==> config.mk <==
export PLATFORM = sky130hd
export DESIGN_NAME = bcd4_down_counter_flat
export DESIGN_NICKNAME = d
export VERILOG_FILES = /design/src/rtl/bcd4_down_counter_if.sv /design/src/rtl/bcd4_down_counter.sv /design/src/flat_wrapper.sv
export SDC_FILE = /design/constraint.sdc
export NUM_CORES = 1
export LEC_CHECK = 0
export CORE_MARGIN = 5
export CORE_UTILIZATION = 45
export DETAILED_ROUTE_END_ITERATION = 8
export PLACE_DENSITY = 0.81
export SETUP_SLACK_MARGIN = 0.05
export SYNTH_ARGS = -nofsm -noshare
export SYNTH_HDL_FRONTEND = slang
export SYNTH_SLANG_ARGS = --single-unit
==> constraint.sdc <==
create_clock -name clk -period 3.9 [get_ports clk]
set_clock_uncertainty 0.1 [all_clocks]
set_input_delay 1.17 -clock clk [delete_from_list [all_inputs] [get_ports clk]]
set_output_delay 1.17 -clock clk [all_outputs]
set_load 0.02 [all_outputs]
==> src/rtl/bcd4_down_counter_if.sv <==
// Bundle of the control, load and count signals for bcd4_down_counter.
// master drives ce/ld/d0..d3 and observes q0..q3/tc/ceo.
// slave is the counter side.
//   ce     count enable          ld     parallel load strobe
//   d0..d3 load digits (BCD)     q0..q3 count digits (registered)
//   tc     count is 0000         ceo    borrow out = ce & tc
interface bcd4_down_counter_if;
  logic       ce;
  logic       ld;
  logic [3:0] d0;
  logic [3:0] d1;
  logic [3:0] d2;
  logic [3:0] d3;
  logic [3:0] q0;
  logic [3:0] q1;
  logic [3:0] q2;
  logic [3:0] q3;
  logic       tc;
  logic       ceo;

  modport master (
    output ce, ld, d0, d1, d2, d3,
    input  q0, q1, q2, q3, tc, ceo
  );

  modport slave (
    input  ce, ld, d0, d1, d2, d3,
    output q0, q1, q2, q3, tc, ceo
  );
endinterface

==> src/rtl/bcd4_down_counter.sv <==
// 4-digit BCD down-counter (0000..9999) with parallel load and borrow chain.
// Counts one step per clock while ce is high; tc flags 0000 and ceo = ce & tc
// so ceo can drive ce of a more significant instance.
// Ports:
//   clk     clock, rising edge
//   r       synchronous active-high reset
//   if_cnt  slave side of bcd4_down_counter_if (ce, ld, d0..d3 in; q0..q3, tc, ceo out)
// Parameter:
//   AUTO_RELOAD  0: 0000 decrements to 9999; 1: 0000 reloads the last loaded value
module bcd4_down_counter #(
  parameter int unsigned AUTO_RELOAD = 0
) (
  input logic                 clk,
  input logic                 r,
  bcd4_down_counter_if.slave  if_cnt
);

  logic [3:0] r_q      [4];
  logic [3:0] r_reload [4];
  logic [3:0] w_d      [4];
  logic [3:0] w_dec    [4];
  logic [4:0] w_borrow;
  logic       w_zero;

  function automatic logic [3:0] clamp_digit(input logic [3:0] dig);
    return (dig > 4'd9) ? 4'd9 : dig;
  endfunction

  always_comb begin
    w_d[0] = clamp_digit(if_cnt.d0);
    w_d[1] = clamp_digit(if_cnt.d1);
    w_d[2] = clamp_digit(if_cnt.d2);
    w_d[3] = clamp_digit(if_cnt.d3);
  end

  // Ripple borrow: digit i steps only when every lower digit is 0.
  always_comb begin
    w_borrow[0] = 1'b1;
    for (int i = 0; i < 4; i++) begin
      w_borrow[i+1] = w_borrow[i] & (r_q[i] == 4'd0);
      if (w_borrow[i]) begin
        w_dec[i] = (r_q[i] == 4'd0) ? 4'd9 : r_q[i] - 4'd1;
      end else begin
        w_dec[i] = r_q[i];
      end
    end
    // All four borrows propagated means the count is 0000.
    w_zero = w_borrow[4];
  end

  always_ff @(posedge clk) begin
    if (r) begin
      for (int i = 0; i < 4; i++) begin
        r_q[i]      <= 4'd0;
        r_reload[i] <= 4'd0;
      end
    end else if (if_cnt.ld) begin
      for (int i = 0; i < 4; i++) begin
        r_q[i]      <= w_d[i];
        r_reload[i] <= w_d[i];
      end
    end else if (if_cnt.ce) begin
      // Without auto-reload the plain borrow chain already wraps 0000 -> 9999.
      if (w_zero && (AUTO_RELOAD != 0)) begin
        for (int i = 0; i < 4; i++) r_q[i] <= r_reload[i];
      end else begin
        for (int i = 0; i < 4; i++) r_q[i] <= w_dec[i];
      end
    end
  end

  assign if_cnt.q0  = r_q[0];
  assign if_cnt.q1  = r_q[1];
  assign if_cnt.q2  = r_q[2];
  assign if_cnt.q3  = r_q[3];
  assign if_cnt.tc  = w_zero;
  assign if_cnt.ceo = if_cnt.ce & w_zero;

endmodule
==> src/flat_wrapper.sv <==
// flat-port wrapper written by rule: the top's interface ports become plain ports
module bcd4_down_counter_flat 
#(
  parameter int unsigned AUTO_RELOAD = 0
)
  (clk, r, if_cnt_ce, if_cnt_ld, if_cnt_d0, if_cnt_d1, if_cnt_d2, if_cnt_d3, if_cnt_q0, if_cnt_q1, if_cnt_q2, if_cnt_q3, if_cnt_tc, if_cnt_ceo);
  bcd4_down_counter_if if_cnt_i ();
  input logic clk;
  input logic r;
  input wire logic [$bits(if_cnt_i.ce)-1:0] if_cnt_ce;
  input wire logic [$bits(if_cnt_i.ld)-1:0] if_cnt_ld;
  input wire logic [$bits(if_cnt_i.d0)-1:0] if_cnt_d0;
  input wire logic [$bits(if_cnt_i.d1)-1:0] if_cnt_d1;
  input wire logic [$bits(if_cnt_i.d2)-1:0] if_cnt_d2;
  input wire logic [$bits(if_cnt_i.d3)-1:0] if_cnt_d3;
  output wire logic [$bits(if_cnt_i.q0)-1:0] if_cnt_q0;
  output wire logic [$bits(if_cnt_i.q1)-1:0] if_cnt_q1;
  output wire logic [$bits(if_cnt_i.q2)-1:0] if_cnt_q2;
  output wire logic [$bits(if_cnt_i.q3)-1:0] if_cnt_q3;
  output wire logic [$bits(if_cnt_i.tc)-1:0] if_cnt_tc;
  output wire logic [$bits(if_cnt_i.ceo)-1:0] if_cnt_ceo;
  assign if_cnt_i.ce = if_cnt_ce;
  assign if_cnt_i.ld = if_cnt_ld;
  assign if_cnt_i.d0 = if_cnt_d0;
  assign if_cnt_i.d1 = if_cnt_d1;
  assign if_cnt_i.d2 = if_cnt_d2;
  assign if_cnt_i.d3 = if_cnt_d3;
  assign if_cnt_q0 = if_cnt_i.q0;
  assign if_cnt_q1 = if_cnt_i.q1;
  assign if_cnt_q2 = if_cnt_i.q2;
  assign if_cnt_q3 = if_cnt_i.q3;
  assign if_cnt_tc = if_cnt_i.tc;
  assign if_cnt_ceo = if_cnt_i.ceo;
  bcd4_down_counter #(.AUTO_RELOAD(AUTO_RELOAD)) u_core (.clk(clk), .r(r), .if_cnt(if_cnt_i));
endmodule
## Word level (Yosys, flattened, before mapping)

Memories as Yosys holds them, arrays and structs flattened.
Index checks and enable logic that the tools add are counted.

| word-level totals | value |
|---|---|
| input bits | 20 |
| bits in writable memories | 16 |
| logic and storage cells | 53 |
| memories kept | 1 |
| flip-flop bits (word level) | 0 |

| cells by class | value |
|---|---|
| $add $sub $neg | 4 |
| $lt $le $gt $ge | 4 |
| reduce and logical (&&, ||, !) cells | 4 |
| multiplexer cells | 28 |
| bitwise gates (word level) | 12 |

Memories:

| name | words | bits a word | rd ports | clocked after memory_dff | wr ports | RTL line | RTL |
|---|---|---|---|---|---|---|---|
| u_core.r_q | 4 | 4 | 4 | 0 | 4 | bcd4_down_counter.sv:18 | `logic [3:0] r_q [4];` |

Operator list:

| kind | number |
|---|---|
| two-way mux 4 bit | 19 |
| greater-than comparator 4 bit (second input constant) | 4 |
| logical NOT 4 bit | 4 |
| subtractor 4 x 1 -> 4 bit (second input constant) | 4 |
| two-way mux 1 bit | 9 |
| OR 1 bit | 8 |
| AND 1 bit | 4 |

## Depth between registers and ports, before layout

An unclocked memory read counts as a cell.

| depth | value |
|---|---|
| word-level depth | 6 |
| gate-level depth with buffers | 5 |
| depth with buffers taken out | 5 |

## Least setup slack after synthesis

No wires, ideal clock.

| path | value |
|---|---|
| kind | input to output |
| start | input if_cnt_ce |
| end | output if_cnt_ceo |
| arrival | 1,558 ps |
| stages on the path | 2 |
| path slack | 1,072 ps |
| data required time | 2,630 ps |
| cell sequence | nand3_2 nor2_1 |

| between the ends | value |
|---|---|
| word-level cells in the longest chain between the ends | 1 |

Ends and longest elaborated chain:

| item | RTL line | RTL |
|---|---|---|
| from (decl) | flat_wrapper.sv:10 | `input wire logic [$bits(if_cnt_i.ce)-1:0] if_cnt_ce;` |
| AND 1 bit | bcd4_down_counter.sv:77 | `assign if_cnt.ceo = if_cnt.ce & w_zero;` |
| to (decl) | flat_wrapper.sv:21 | `output wire logic [$bits(if_cnt_i.ceo)-1:0] if_cnt_ceo;` |

No other way between the ends.

==> impl_metrics.ini <==
[drt]
wl_per_cell_microns = 16.21
drc = 0
finalWirelength_mm = 2.707
vias = 984
drt_iter0_markers = 48
viasPerCell = 5.892
first_pass_iters = 4
detail-route-antenna-nets = 0

[yosys]
ys.flop_type = edfxtp_1
syn_avg_cell_area_sq_um = 10.38
ys_ff_latch = 16
synth_fp_nets = 120
async_flop_share_pct = 0
synth_edf_count = 16
syn_area_sq_um = 1027
ys_seq_area_share_pct = 46.77
synthDistinctLibCells = 34
netlist_instances = 99
yosys_warnings = 0

[worst_setup_path]
cp_num_cells = 6
path_buf_inv = 2
required_ns = 2.63
rrSetupSlack_ns = 1.89
cpLargestDelayFamily = simple AND/OR/NAND/NOR gates
critPathLaunch = u_core.r_q[2][0]$_DFFE_PP_
path_cells = inv_1 > ha_1 > nor3b_1 > nand2_1 > nor2_1 > clkdlybuf4s50_1
cpPeakStageDelay_ns = 0.62
worstSetupEndpoint = if_cnt_tc
r2r_end = u_core.r_q[3][3]$_DFFE_PP_
r2r_start = u_core.r_q[2][0]$_DFFE_PP_
start_kind = flop
critical_path.slowest_cell = clkdlybuf4s50_1
cp-end-kind = primary output
critPathKind = flop to primary output
crit_fanout = 4
cp.arrival_ns = 2.41
r2r_cells = 5

[clocking]
htree_levels = 1
post_cts_buffers = 0
cts_resized = 1
clk_pin_slew_ns = 0.09
cts_buffers = 3
cts.sinks = 16
clockBufferDepth = 2
cts_root_buffer = clkbuf_4
cts_tree = yes
clk_latency_ns = 0.29
hold_buffers = 0

[grt]
met3_usage_pct = 4.009
grtUsageMet1_pct = 20.08
track_usage_pct = 16.74
use_met2_pct = 28.71
grt_pass1_vias = 985
grt_busiest_layer = met2
grt_antenna_before_repair = 0
grt_pass1_wl_mm = 4.416
overflow = 0
grt_max_degree = 10

[status]
status = finished clean

[floorplan]
num_rows = 17
coreArea_sq_um = 2191
die_w_microns = 57.78
dieHeight_microns = 57.78
initial_core_util_pct = 46.89
dieArea_sq_um = 3339
pin_count = 38

[job]
drv_cap = 0

[place]
io_buffers = 37
preCtsSetupSlack_ns = 0.06642
place_hpwl_mm = 2.116
place_congestion = 0.8527

[sta]
tightest_slew_ns = 0.6265
layout_min_cycle_time_ns = 3.680
drv_slew = 0
slew_headroom_pct = 58.15
finalCritPeriodShare_pct = 94.35
final_hold_viol_count = 0
finalSetupViolCount = 0
setup_ws_ns = 0.2205
fmax_mhz = 271.8
setup_tns_ns = 0
rsz0062_at_grt = no

[cells_and_area]
layout.nets = 162
largest_reg_flops = 16
largestRegisters = u_core.r_q: 16 flops
post-route-util_pct = 66.36
n_antenna_cell = 0
final_cell_mix = clkdlybuf4s50_1 (36), edfxtp_1 (16), nand2_1 (14), o21ai_0 (12), nor2_1 (6)
syn2layout_area_growth_pct = 41.53
final_common_cell = clkdlybuf4s50_1
top_register = u_core.r_q
drive_above_1_share_pct = 9.353

[pwr]
total_power_mw = 0.4730
vdd_drop_max_v = 0.0002799
power_density_nw_per_um2 = 325.3
p_leak_nw = 0.5137

[min_path]
holdCritPathClass = flop to flop
hold_start = u_core.r_q[1][3]$_SDFFCE_PP0P_
==> routing by layer <==
| metal | up-vias | routed length [microns] |
|---|---|---|
| met5 | - | 0 |
| met4 | 0 | 42 |
| met3 | 6 | 213 |
| met2 | 50 | 1373 |
| met1 | 464 | 1078 |
| li1 | 464 | - |
==> cell families (layout without fill, tap and decap cells) <==
family,Yosys count,in the layout,synth area share (%)
fa+ha+maj,1,1,1.218
xor+xnor,2,2,1.706
flops,16,16,46.77
compound gates,37,37,25.21
simple gates,37,37,22.17
buf+inv,6,46,2.922
==> stage by stage <==
step | cell area (sq um) | hold slack (ns) | instances
finish | 1454 | 0.6070 | 167
global route | 1454 | 0.6593 | 167
CTS | 1454 | 0.6012 | 167
detailed placement | 1433 | 0.5786 | 164
global placement | 1433 | 0.5657 | 164
floorplan | 1027 | 0.6718 | 99
==> report_power, final <==
group / internal [mW] / switching (mW) / leakage, nW
registers: 0.211 / 0.0241 / 0.178
clock network: 0.0359 / 0.0511 / 0.0138
logic: 0.0763 / 0.0749 / 0.322
==> cell usage after synthesis (2+ instances only) <==
cell type / count / share of area, %
a22oi_1: 3 / 2.2
nor2_1: 6 / 2.2
nor3b_1: 4 / 2.9
edfxtp_1: 16 / 47
buf_4: 2 / 1.5
o311ai_0: 2 / 1.7
a22o_1: 4 / 3.4
o21bai_1: 2 / 1.5
o31ai_1: 3 / 2.2
o21ai_0: 12 / 5.8
o21a_1: 5 / 3.7
nand2_1: 14 / 5.1
inv_1: 4 / 1.5
xnor2_1: 2 / 1.7
==> layout make-up <==
class / instances / area, sq um
Clock buffer: 3 / 22.52
Fill cell: 180 / 737.0
Inverter: 4 / 15.01
Multi-Input combinational cell: 77 / 516.7
Sequential cell: 16 / 480.5
Tap cell: 28 / 35.03
Timing Repair Buffer: 39 / 384.1
==> worst min-delay path by stage <==
stage,slack [ns],cells after the start,endpoint
after floorplan,0.67,2,u_core.r_q[1][3]$_SDFFCE_PP0P_
after global routing,0.66,2,u_core.r_q[3][3]$_DFFE_PP_
after detailed placement,0.58,2,u_core.r_q[1][3]$_SDFFCE_PP0P_
after global placement,0.57,2,u_core.r_q[1][3]$_SDFFCE_PP0P_
after CTS,0.60,2,u_core.r_q[1][3]$_SDFFCE_PP0P_
final,0.61,2,u_core.r_q[1][3]$_SDFFCE_PP0P_
==> worst register-to-register path, delay by kind of cell, from the launching register on <==
family / cells / cell delay (ns)
AO/OA/AOI/OAI: 1 / 0.28
flip-flops: 1 / 0.42
AND/OR/NAND/NOR: 1 / 0.49
adder cells (fa/ha/maj): 1 / 0.21
buffers and inverters: 2 / 0.22
No activity file was read; power rests on OpenSTA's default activity.
